$ cat src/rtl/keypad_scan_ctrl_if.sv
// Key-event valid/ready bundle between the keypad scanner and its consumer.
interface keypad_scan_ctrl_if;
    logic [3:0] key_code;
    logic       key_valid;
    logic       key_ready;

    modport master (
        output key_code,
        output key_valid,
        input  key_ready
    );

    modport slave (
        input  key_code,
        input  key_valid,
        output key_ready
    );
endinterface

$ cat src/rtl/keypad_scan_ctrl.sv
// 4x4 keypad column scanner with press/release debounce.
// Emits one key-code event per physical press on a valid/ready bundle.
module keypad_scan_ctrl #(
    parameter int SCAN_DIV     = 50000,
    parameter int DEBOUNCE_CNT = 10
) (
    input  logic                       clk,
    input  logic                       reset,
    input  logic [3:0]                 row,
    output logic [3:0]                 col,
    output logic                       key_held,
    output logic                       overrun,
    keypad_scan_ctrl_if.master         bus
);
    localparam int DIV_W = $clog2(SCAN_DIV);

    typedef enum logic [1:0] {
        SCAN     = 2'd0,
        DEBOUNCE = 2'd1,
        HELD     = 2'd2
    } state_t;

    state_t     state_q, state_d;
    logic [3:0] sync1_q;
    logic [3:0] row_s_q;
    logic [DIV_W-1:0] div_cnt_q, div_cnt_d;
    logic [1:0] col_idx_q, col_idx_d;
    logic [3:0] cand_q, cand_d;
    logic [7:0] match_cnt_q, match_cnt_d;
    logic [3:0] key_code_q, key_code_d;
    logic       key_valid_q, key_valid_d;
    logic       key_held_q, key_held_d;
    logic       overrun_q, overrun_d;

    logic       sample;
    logic       pressed;
    logic [1:0] row_idx;
    logic       accept;
    logic [7:0] match_inc;

    assign sample  = (div_cnt_q == DIV_W'(SCAN_DIV - 1));
    assign pressed = (row_s_q != 4'hf);

    // Lowest-numbered closed row wins when several keys are down.
    always_comb begin
        row_idx = 2'd3;
        if (!row_s_q[0])
            row_idx = 2'd0;
        else if (!row_s_q[1])
            row_idx = 2'd1;
        else if (!row_s_q[2])
            row_idx = 2'd2;
    end

    always_comb begin
        div_cnt_d = sample ? '0 : div_cnt_q + 1'b1;
    end

    always_comb begin
        state_d     = state_q;
        col_idx_d   = col_idx_q;
        cand_d      = cand_q;
        match_cnt_d = match_cnt_q;
        key_code_d  = key_code_q;
        key_valid_d = key_valid_q;
        key_held_d  = key_held_q;
        overrun_d   = 1'b0;
        accept      = 1'b0;
        match_inc   = match_cnt_q + 8'd1;

        if (key_valid_q && bus.key_ready)
            key_valid_d = 1'b0;

        if (sample) begin
            unique case (state_q)
                SCAN: begin
                    if (pressed) begin
                        cand_d      = {row_idx, col_idx_q};
                        match_cnt_d = 8'd1;
                        if (DEBOUNCE_CNT == 1)
                            accept = 1'b1;
                        else
                            state_d = DEBOUNCE;
                    end else begin
                        col_idx_d = col_idx_q + 2'd1;
                    end
                end
                DEBOUNCE: begin
                    if (pressed && row_idx == cand_q[3:2]) begin
                        match_cnt_d = match_inc;
                        if (match_inc == 8'(DEBOUNCE_CNT))
                            accept = 1'b1;
                    end else begin
                        state_d     = SCAN;
                        col_idx_d   = col_idx_q + 2'd1;
                        match_cnt_d = 8'd0;
                    end
                end
                HELD: begin
                    if (!pressed) begin
                        match_cnt_d = match_inc;
                        if (match_inc == 8'(DEBOUNCE_CNT)) begin
                            state_d     = SCAN;
                            key_held_d  = 1'b0;
                            col_idx_d   = col_idx_q + 2'd1;
                            match_cnt_d = 8'd0;
                        end
                    end else begin
                        match_cnt_d = 8'd0;
                    end
                end
                default: state_d = SCAN;
            endcase
        end

        // A still-pending, unaccepted event blocks the new one.
        if (accept) begin
            state_d     = HELD;
            key_held_d  = 1'b1;
            match_cnt_d = 8'd0;
            if (key_valid_q && !bus.key_ready) begin
                overrun_d = 1'b1;
            end else begin
                key_code_d  = cand_d;
                key_valid_d = 1'b1;
            end
        end
    end

    always_ff @(posedge clk) begin
        if (!reset) begin
            state_q     <= SCAN;
            sync1_q     <= 4'hf;
            row_s_q     <= 4'hf;
            div_cnt_q   <= '0;
            col_idx_q   <= 2'd0;
            cand_q      <= 4'd0;
            match_cnt_q <= 8'd0;
            key_code_q  <= 4'd0;
            key_valid_q <= 1'b0;
            key_held_q  <= 1'b0;
            overrun_q   <= 1'b0;
        end else begin
            state_q     <= state_d;
            sync1_q     <= row;
            row_s_q     <= sync1_q;
            div_cnt_q   <= div_cnt_d;
            col_idx_q   <= col_idx_d;
            cand_q      <= cand_d;
            match_cnt_q <= match_cnt_d;
            key_code_q  <= key_code_d;
            key_valid_q <= key_valid_d;
            key_held_q  <= key_held_d;
            overrun_q   <= overrun_d;
        end
    end

    assign col           = ~(4'b0001 << col_idx_q);
    assign key_held      = key_held_q;
    assign overrun       = overrun_q;
    assign bus.key_code  = key_code_q;
    assign bus.key_valid = key_valid_q;
endmodule

$ cat src/flat_wrapper.sv
// flat-port wrapper written by rule: the top's interface ports become plain ports
module keypad_scan_ctrl_flat 
#(
    parameter int SCAN_DIV     = 50000,
    parameter int DEBOUNCE_CNT = 10
)
  (clk, reset, row, col, key_held, overrun, bus_key_code, bus_key_valid, bus_key_ready);
  keypad_scan_ctrl_if bus_i ();
  input  logic clk;
  input  logic reset;
  input  logic [3:0] row;
  output logic [3:0] col;
  output logic key_held;
  output logic overrun;
  output wire logic [$bits(bus_i.key_code)-1:0] bus_key_code;
  output wire logic [$bits(bus_i.key_valid)-1:0] bus_key_valid;
  input wire logic [$bits(bus_i.key_ready)-1:0] bus_key_ready;
  assign bus_key_code = bus_i.key_code;
  assign bus_key_valid = bus_i.key_valid;
  assign bus_i.key_ready = bus_key_ready;
  keypad_scan_ctrl #(.SCAN_DIV(SCAN_DIV), .DEBOUNCE_CNT(DEBOUNCE_CNT)) u_core (.clk(clk), .reset(reset), .row(row), .col(col), .key_held(key_held), .overrun(overrun), .bus(bus_i));
endmodule
$ cat config.mk
export PLATFORM = sky130hd
export DESIGN_NAME = keypad_scan_ctrl_flat
export DESIGN_NICKNAME = d
export VERILOG_FILES = /design/src/rtl/keypad_scan_ctrl_if.sv /design/src/rtl/keypad_scan_ctrl.sv /design/src/flat_wrapper.sv
export SDC_FILE = /design/constraint.sdc
export NUM_CORES = 1
export LEC_CHECK = 0
export BUFFER_PORTS_ARGS = -buffer_cell sky130_fd_sc_hd__buf_2
export CAP_MARGIN = 20
export CELL_PAD_IN_SITES_DETAIL_PLACEMENT = 1
export CELL_PAD_IN_SITES_GLOBAL_PLACEMENT = 1
export CORE_UTILIZATION = 46
export DETAILED_ROUTE_END_ITERATION = 7
export PLACE_DENSITY_LB_ADDON = 0.12
export SLEW_MARGIN = 20
export SYNTH_ARGS = -nofsm -noshare
export SYNTH_HDL_FRONTEND = slang
export SYNTH_SLANG_ARGS = --single-unit
export TNS_END_PERCENT = 5
$ cat constraint.sdc
create_clock -name clk -period 2.41 [get_ports clk]
set_clock_uncertainty 0.1 [all_clocks]
set_input_delay 0.1205 -clock clk [delete_from_list [all_inputs] [get_ports clk]]
set_output_delay 0.1205 -clock clk [all_outputs]
set_load 0.03 [all_outputs]
# [After elaboration in Yosys (flattened, before gate mapping)]
# Index checks and enable logic that the tools add are counted.
[word_totals] reg_bits=47 latchBits=0 ramBits=0 rom_bits=0 in_bits=7 output_inout_bits=11 elab_cells=89 memories=0
[op_classes] addsub=3 mul=0 n_div=0 magnitude_cmp=0 n_eq_ne=16 shifts=1 mux=36 n_bitwise=3 n_reduce_logical=18
[ops] operator="$mux W8" count=4
[ops] operator="$mux W2" count=12
[ops] operator="$pmux W8 S3" count=1
[ops] operator="$add A16 B1 Y16 const B" count=1
[ops] operator="$eq A16 B16 Y1 const B" count=1
[ops] operator="$mux W1" count=14
[ops] operator="$mux W4" count=3
[ops] operator="$pmux W2 S3" count=2
[ops] operator="$reduce_and A5 Y1" count=2
[ops] operator="$add A8 B1 Y8 const B" count=1
[ops] operator="$eq A8 B4 Y1 const B" count=1
[ops] operator="$ne A2 B2 Y1 const B" count=4
[ops] operator="$ne A3 B1 Y1 const B" count=2
[ops] operator="$reduce_and A6 Y1" count=1
[ops] operator="$reduce_bool A2 Y1" count=3
[ops] operator="$ne A2 B1 Y1 const B" count=2
[ops] operator="$ne A4 B4 Y1 const B" count=1
[ops] operator="$not A4 Y4" count=1
[ops] operator="$reduce_and A2 Y1" count=2
[ops] operator="$reduce_and A4 Y1" count=1
[ops] operator="$reduce_or A2 Y1" count=2
[ops] operator="$shl A1 B2 Y4 const A" count=1
[ops] operator="$logic_and A1 B1 Y1" count=3
[ops] operator="$ne A3 B2 Y1 const B" count=1
[ops] operator="other kinds (10)" count=11

# [Logic depth before layout (Yosys ltp)]
[logic_depth] depth_word=10 ltp_mapped=8 ltp_nobuf=8

# [Least setup slack after synthesis]
# Ideal clock, no wire load.
[synth_path] kind="reg-to-reg" startpoint="reg u_core.match_cnt_q[0]" endpoint="reg u_core.key_code_q[0], in the netlist u_core.bus.key_code[0]" setup_ns=0.123 t_arrival_ns=2.003 required_ns=2.187 path_slack_ns=0.184 stages_incl_launch_ff=8 path_buffers=0 synth_period_minus_slack_ns=2.226 cell_sequence="dfxtp_1 > ha_1 > and3_1 > nor4_1 > o22ai_2 > nor4_4 > nand2b_2 > mux2_1"
[synth_between] elab_chain_cells=7
[synth_lines] item="from (decl)" line="keypad_scan_ctrl.sv:29" rtl="logic [7:0] match_cnt_q, match_cnt_d;"
[synth_lines] item="from (signal assigned)" line="keypad_scan_ctrl.sv:150" rtl="match_cnt_q <= match_cnt_d;"
[synth_lines] item="$add A8 B1 Y8" line="keypad_scan_ctrl.sv:69" rtl="match_inc = match_cnt_q + 8'd1;"
[synth_lines] item="$eq A8 B4 Y1" line="keypad_scan_ctrl.sv:91" rtl="if (match_inc == 8'(DEBOUNCE_CNT))"
[synth_lines] item="$mux W1" line="keypad_scan_ctrl.sv:91"
[synth_lines] item="$mux W1" line="keypad_scan_ctrl.sv:89" rtl="if (pressed && row_idx == cand_q[3:2]) begin"
[synth_lines] item="$mux W1" line="keypad_scan_ctrl.sv:75" rtl="unique case (state_q)"
[synth_lines] item="$mux W1" line="keypad_scan_ctrl.sv:74" rtl="if (sample) begin"
[synth_lines] item="$reduce_and A2 Y1 (no line)"
[synth_lines] item="to (signal assigned)" line="keypad_scan_ctrl.sv:151" rtl="key_code_q <= key_code_d;"
[synth_lines] item="to (decl)" line="keypad_scan_ctrl.sv:30" rtl="logic [3:0] key_code_q, key_code_d;"
# No other way between the ends.
# A chain may end at the register's enable or synchronous reset.

# [Final worst setup path]
[layout_path] startpoint="reg u_core.state_q[1]" endpoint="reg u_core.key_code_q[1], in the netlist u_core.bus.key_code[1]"
[layout_between] elab_chain_cells=4 elab_cells_between_ends=7 cone_classes="eq/ne (1); mux (4); reduce/logical (2)"
[layout_lines] item="from (decl)" line="keypad_scan_ctrl.sv:23" rtl="state_t state_q, state_d;"
[layout_lines] item="from (signal assigned)" line="keypad_scan_ctrl.sv:144" rtl="state_q <= state_d;"
[layout_lines] item="$eq A2 B1 Y1" line="keypad_scan_ctrl.sv:75"
[layout_lines] item="$mux W1" line="keypad_scan_ctrl.sv:75"
[layout_lines] item="$mux W1" line="keypad_scan_ctrl.sv:74"
[layout_lines] item="$reduce_and A2 Y1 (no line)"
# Several ways; a longest one is shown, not always the timed one.

==> qor.csv <==
stage,metric,value,unit
yosys,cells taking the most area after synthesis,"dfxtp_1, ha_1, and3_1",
power_and_ir_drop,pwr dens,485,mW/mm^2
yosys,Mapped Nets,294,
floorplanning,Initial Util,47.8,%
yosys,Netlist cell types,51,
yosys,number of synthesis warnings,0,
sta,post-route setup slack,0.177,ns
placed_design,gpl congestion,0.835,
global_routing,global route overflow,0,
worst_setup_path,arrival time at the worst endpoint,2.32,ns
power_and_ir_drop,leakage power,1.14,nW
floorplanning,die area,0.00560,sq mm
routing,final antenna-violating net count,0,
global_routing,overall global routing resource usage,21.6,%
worst_setup_path,Worst Setup SP,u_core.state_q[1],
sta,final hold vios,0,
worst_setup_path,worst r2r src,u_core.state_q[1],
layout,n_diodes,0,
cts,Max H-tree Level,2,
cts,CTS buffer count,5,
placed_design,DP HPWL,4.20,mm
sta,setup total negative slack,0,ns
yosys,sequential area share after synthesis,38.5,%
worst_setup_path,CP max FO,7,
cts,CTS Root Cell,clkbuf_8,
yosys,main flop type after synthesis,dfxtp_1,
cts,CTS tree,done,
yosys,Synth top area share,38.5,%
yosys,synthesized area per cell,8.88,sq um
sta,RSZ-0062 raised after global routing,no,
global_routing,vias in the first global route,2024,
layout,Post-layout nets,324,
worst_setup_path,critical path type,flip-flop to flip-flop,
sta,max-slew violation count,0,
layout,area grow syn2layout,14.4,%
yosys,Post-Syn Instances,275,
cts,clock-pin slew on the worst setup and hold paths,0.09,ns
worst_setup_path,WP data required,2.50,ns
worst_setup_path,Crit. End Element,flip-flop,
placed_design,pre-CTS setup slack,0.0901,ns
layout,Final Util,54.7,%
routing,First-pass DRT Iterations,4,
global_routing,initial antenna violation count,0,
routing,Vias,2112,
routing,Via density,5.62,
sta,Final period util,92.7,%
sta,Worst-Margin Slew,0.473,ns
floorplanning,core area,0.00511,sq mm
cts,clock latency on the worst-skew pair,0.30,ns
power_and_ir_drop,Worst VDD drop,372,uV
routing,DRC viols,0,
yosys,synthesized area,0.00244,sq mm
sta,relative slew slack,68.4,%
yosys,Synth top cells by count,"dfxtp_1, nor2_1, and3_1",
floorplanning,Die W,74.8,microns
global_routing,largest net degree at the start of global routing,20,
sta,Max Clk Rate,448,MHz
min_path,worst hold path class,primary input to flip-flop,
floorplanning,Ports,18,
cts,Bufs on Longest Clock Path,2,
yosys,"count leader, synth",dfxtp_1,
placed_design,input/output buffers,17,
sta,Tmin final,2.23,ns
global_routing,first-pass GRT wire length,9.27,mm
yosys,largest area contributor in the netlist,dfxtp_1,
run,Max-Cap Viols,0,
routing,final wirelength,5.62,mm
worst_setup_path,CP Launch Type,flip-flop,
min_path,hold wc startpoint,bus_key_ready,
routing,initial drt markers,139,
routing,per-cell routed wire length,14.9,microns
floorplanning,Die Y-Extent,74.8,microns
cts,CTS Sinks,47,
status,status,"finished, final reports clean",
yosys,Post-synth EDFFs,0,
sta,final setup vio count,0,
yosys,post-synthesis register bit count,47,
layout,share of cells above drive strength 1,16.3,%
yosys,Synth async-reset ratio,0,%
floorplanning,# rows,26,
-- power breakdown --
group,internal [W],switching [W]
registers,0.000786,0.00000623
logic,0.0000259,0.0000329
clock network,0.000235,0.000268
total,0.00105,0.000308
-- placed cells by master (no fill, tap or decap), types with 3 or more instances in the layout --
| master | synthesis | final |
|---|---|---|
| xnor2_1 | 7 | 7 |
| nand2_1 | 16 | 16 |
| nor2_1 | 24 | 24 |
| nand2b_1 | 10 | 10 |
| nor3_1 | 4 | 4 |
| buf_4 | 0 | 11 |
| dfxtp_1 | 47 | 46 |
| xor2_1 | 6 | 6 |
| o211ai_1 | 3 | 3 |
| a21oi_1 | 17 | 17 |
| inv_1 | 12 | 12 |
| ha_1 | 12 | 12 |
| a211oi_1 | 4 | 4 |
| o21ai_0 | 7 | 7 |
| nand4_1 | 7 | 7 |
| o32a_1 | 3 | 3 |
| buf_2 | 4 | 17 |
| or3_1 | 3 | 3 |
| and2_1 | 7 | 7 |
| dlygate4sd3_1 | 0 | 4 |
| mux2_1 | 4 | 4 |
| clkbuf_8 | 0 | 6 |
| a21oi_2 | 3 | 3 |
| and3_1 | 18 | 18 |
| nand3_1 | 17 | 17 |
-- sequential cells by signal, indices dropped and copies added (netlist names) --
signal                cells
u_core.bus.key_valid      1
u_core.state_q            2
u_core.match_cnt_q        8
u_core.key_held           1
u_core.cand_q             4
u_core.row_s_q            4
u_core.overrun            1
u_core.bus.key_code       4
u_core.sync1_q            4
u_core.col_idx_q          2
u_core.div_cnt_q         16
-- routing by layer --
metal	up-vias	routed length [microns]	track usage [%]
li1	1041	-	-
met1	1030	2660	28.0
met2	32	2740	36.8
met3	9	127	4.02
met4	0	90	5.87
met5	-	0	0
-- final cells by class --
class	instances	area, sq um
clock buffer	7	86.3
clock inverter	1	8.76
fill	637	2310
inverter	12	45.0
multi-input combinational	207	1420
sequential	47	942
tap	70	87.6
timing repair buffer	32	208
-- worst max-delay path: stages, from the launching register on --
cell	delay [ns]
dfxtp_1	0.34
inv_1	0.12
ha_1	0.20
inv_1	0.05
a211o_1	0.29
a21o_1	0.30
nor4_4	0.23
nand2b_2	0.15
mux2_1	0.34
-- repair_timing --
action / in CTS / in global routing
buffers inserted: 0 / 0
setup endpoints to repair: 0 / 4
hold buffers: 4 / 0
hold endpoints to repair: 4 / 0
resized for setup: 0 / 2
-- final timing paths --
check,endpoint,slack (ns),depth (start not counted)
worst min-delay path,u_core.bus.key_valid,0.03,4
worst max-delay path,u_core.bus.key_code[1],0.18,8
worst max register to register,u_core.bus.key_code[1],0.18,8
worst min register to register,u_core.row_s_q[1],0.31,1
-- kinds of logic after synthesis --
kind of cell    count (synthesis)  share of synthesized area [%]
buf+inv                        21                           3.74
mux                             6                           2.67
simple gates                  122                           28.3
fa+ha+maj                      12                           6.15
xor+xnor                       13                           4.66
compound gates                 54                           15.9
flops                          47                           38.5
-- per-stage QoR --
step | hold slack [ns] | total power (W) | instances | cell area (sq um)
6_report | 0.0296 | 0.00136 | 376 | 2790
5_1_grt | 0.0323 | 0.00141 | 376 | 2790
4_1_cts | 0.0228 | 0.00137 | 376 | 2790
3_5_place_dp | 0.207 | 0.000865 | 364 | 2650
3_3_place_gp | 0.201 | 0.000862 | 364 | 2650
2_1_floorplan | 0.122 | 0.000843 | 275 | 2440
Power figures use the tool's default switching activity.
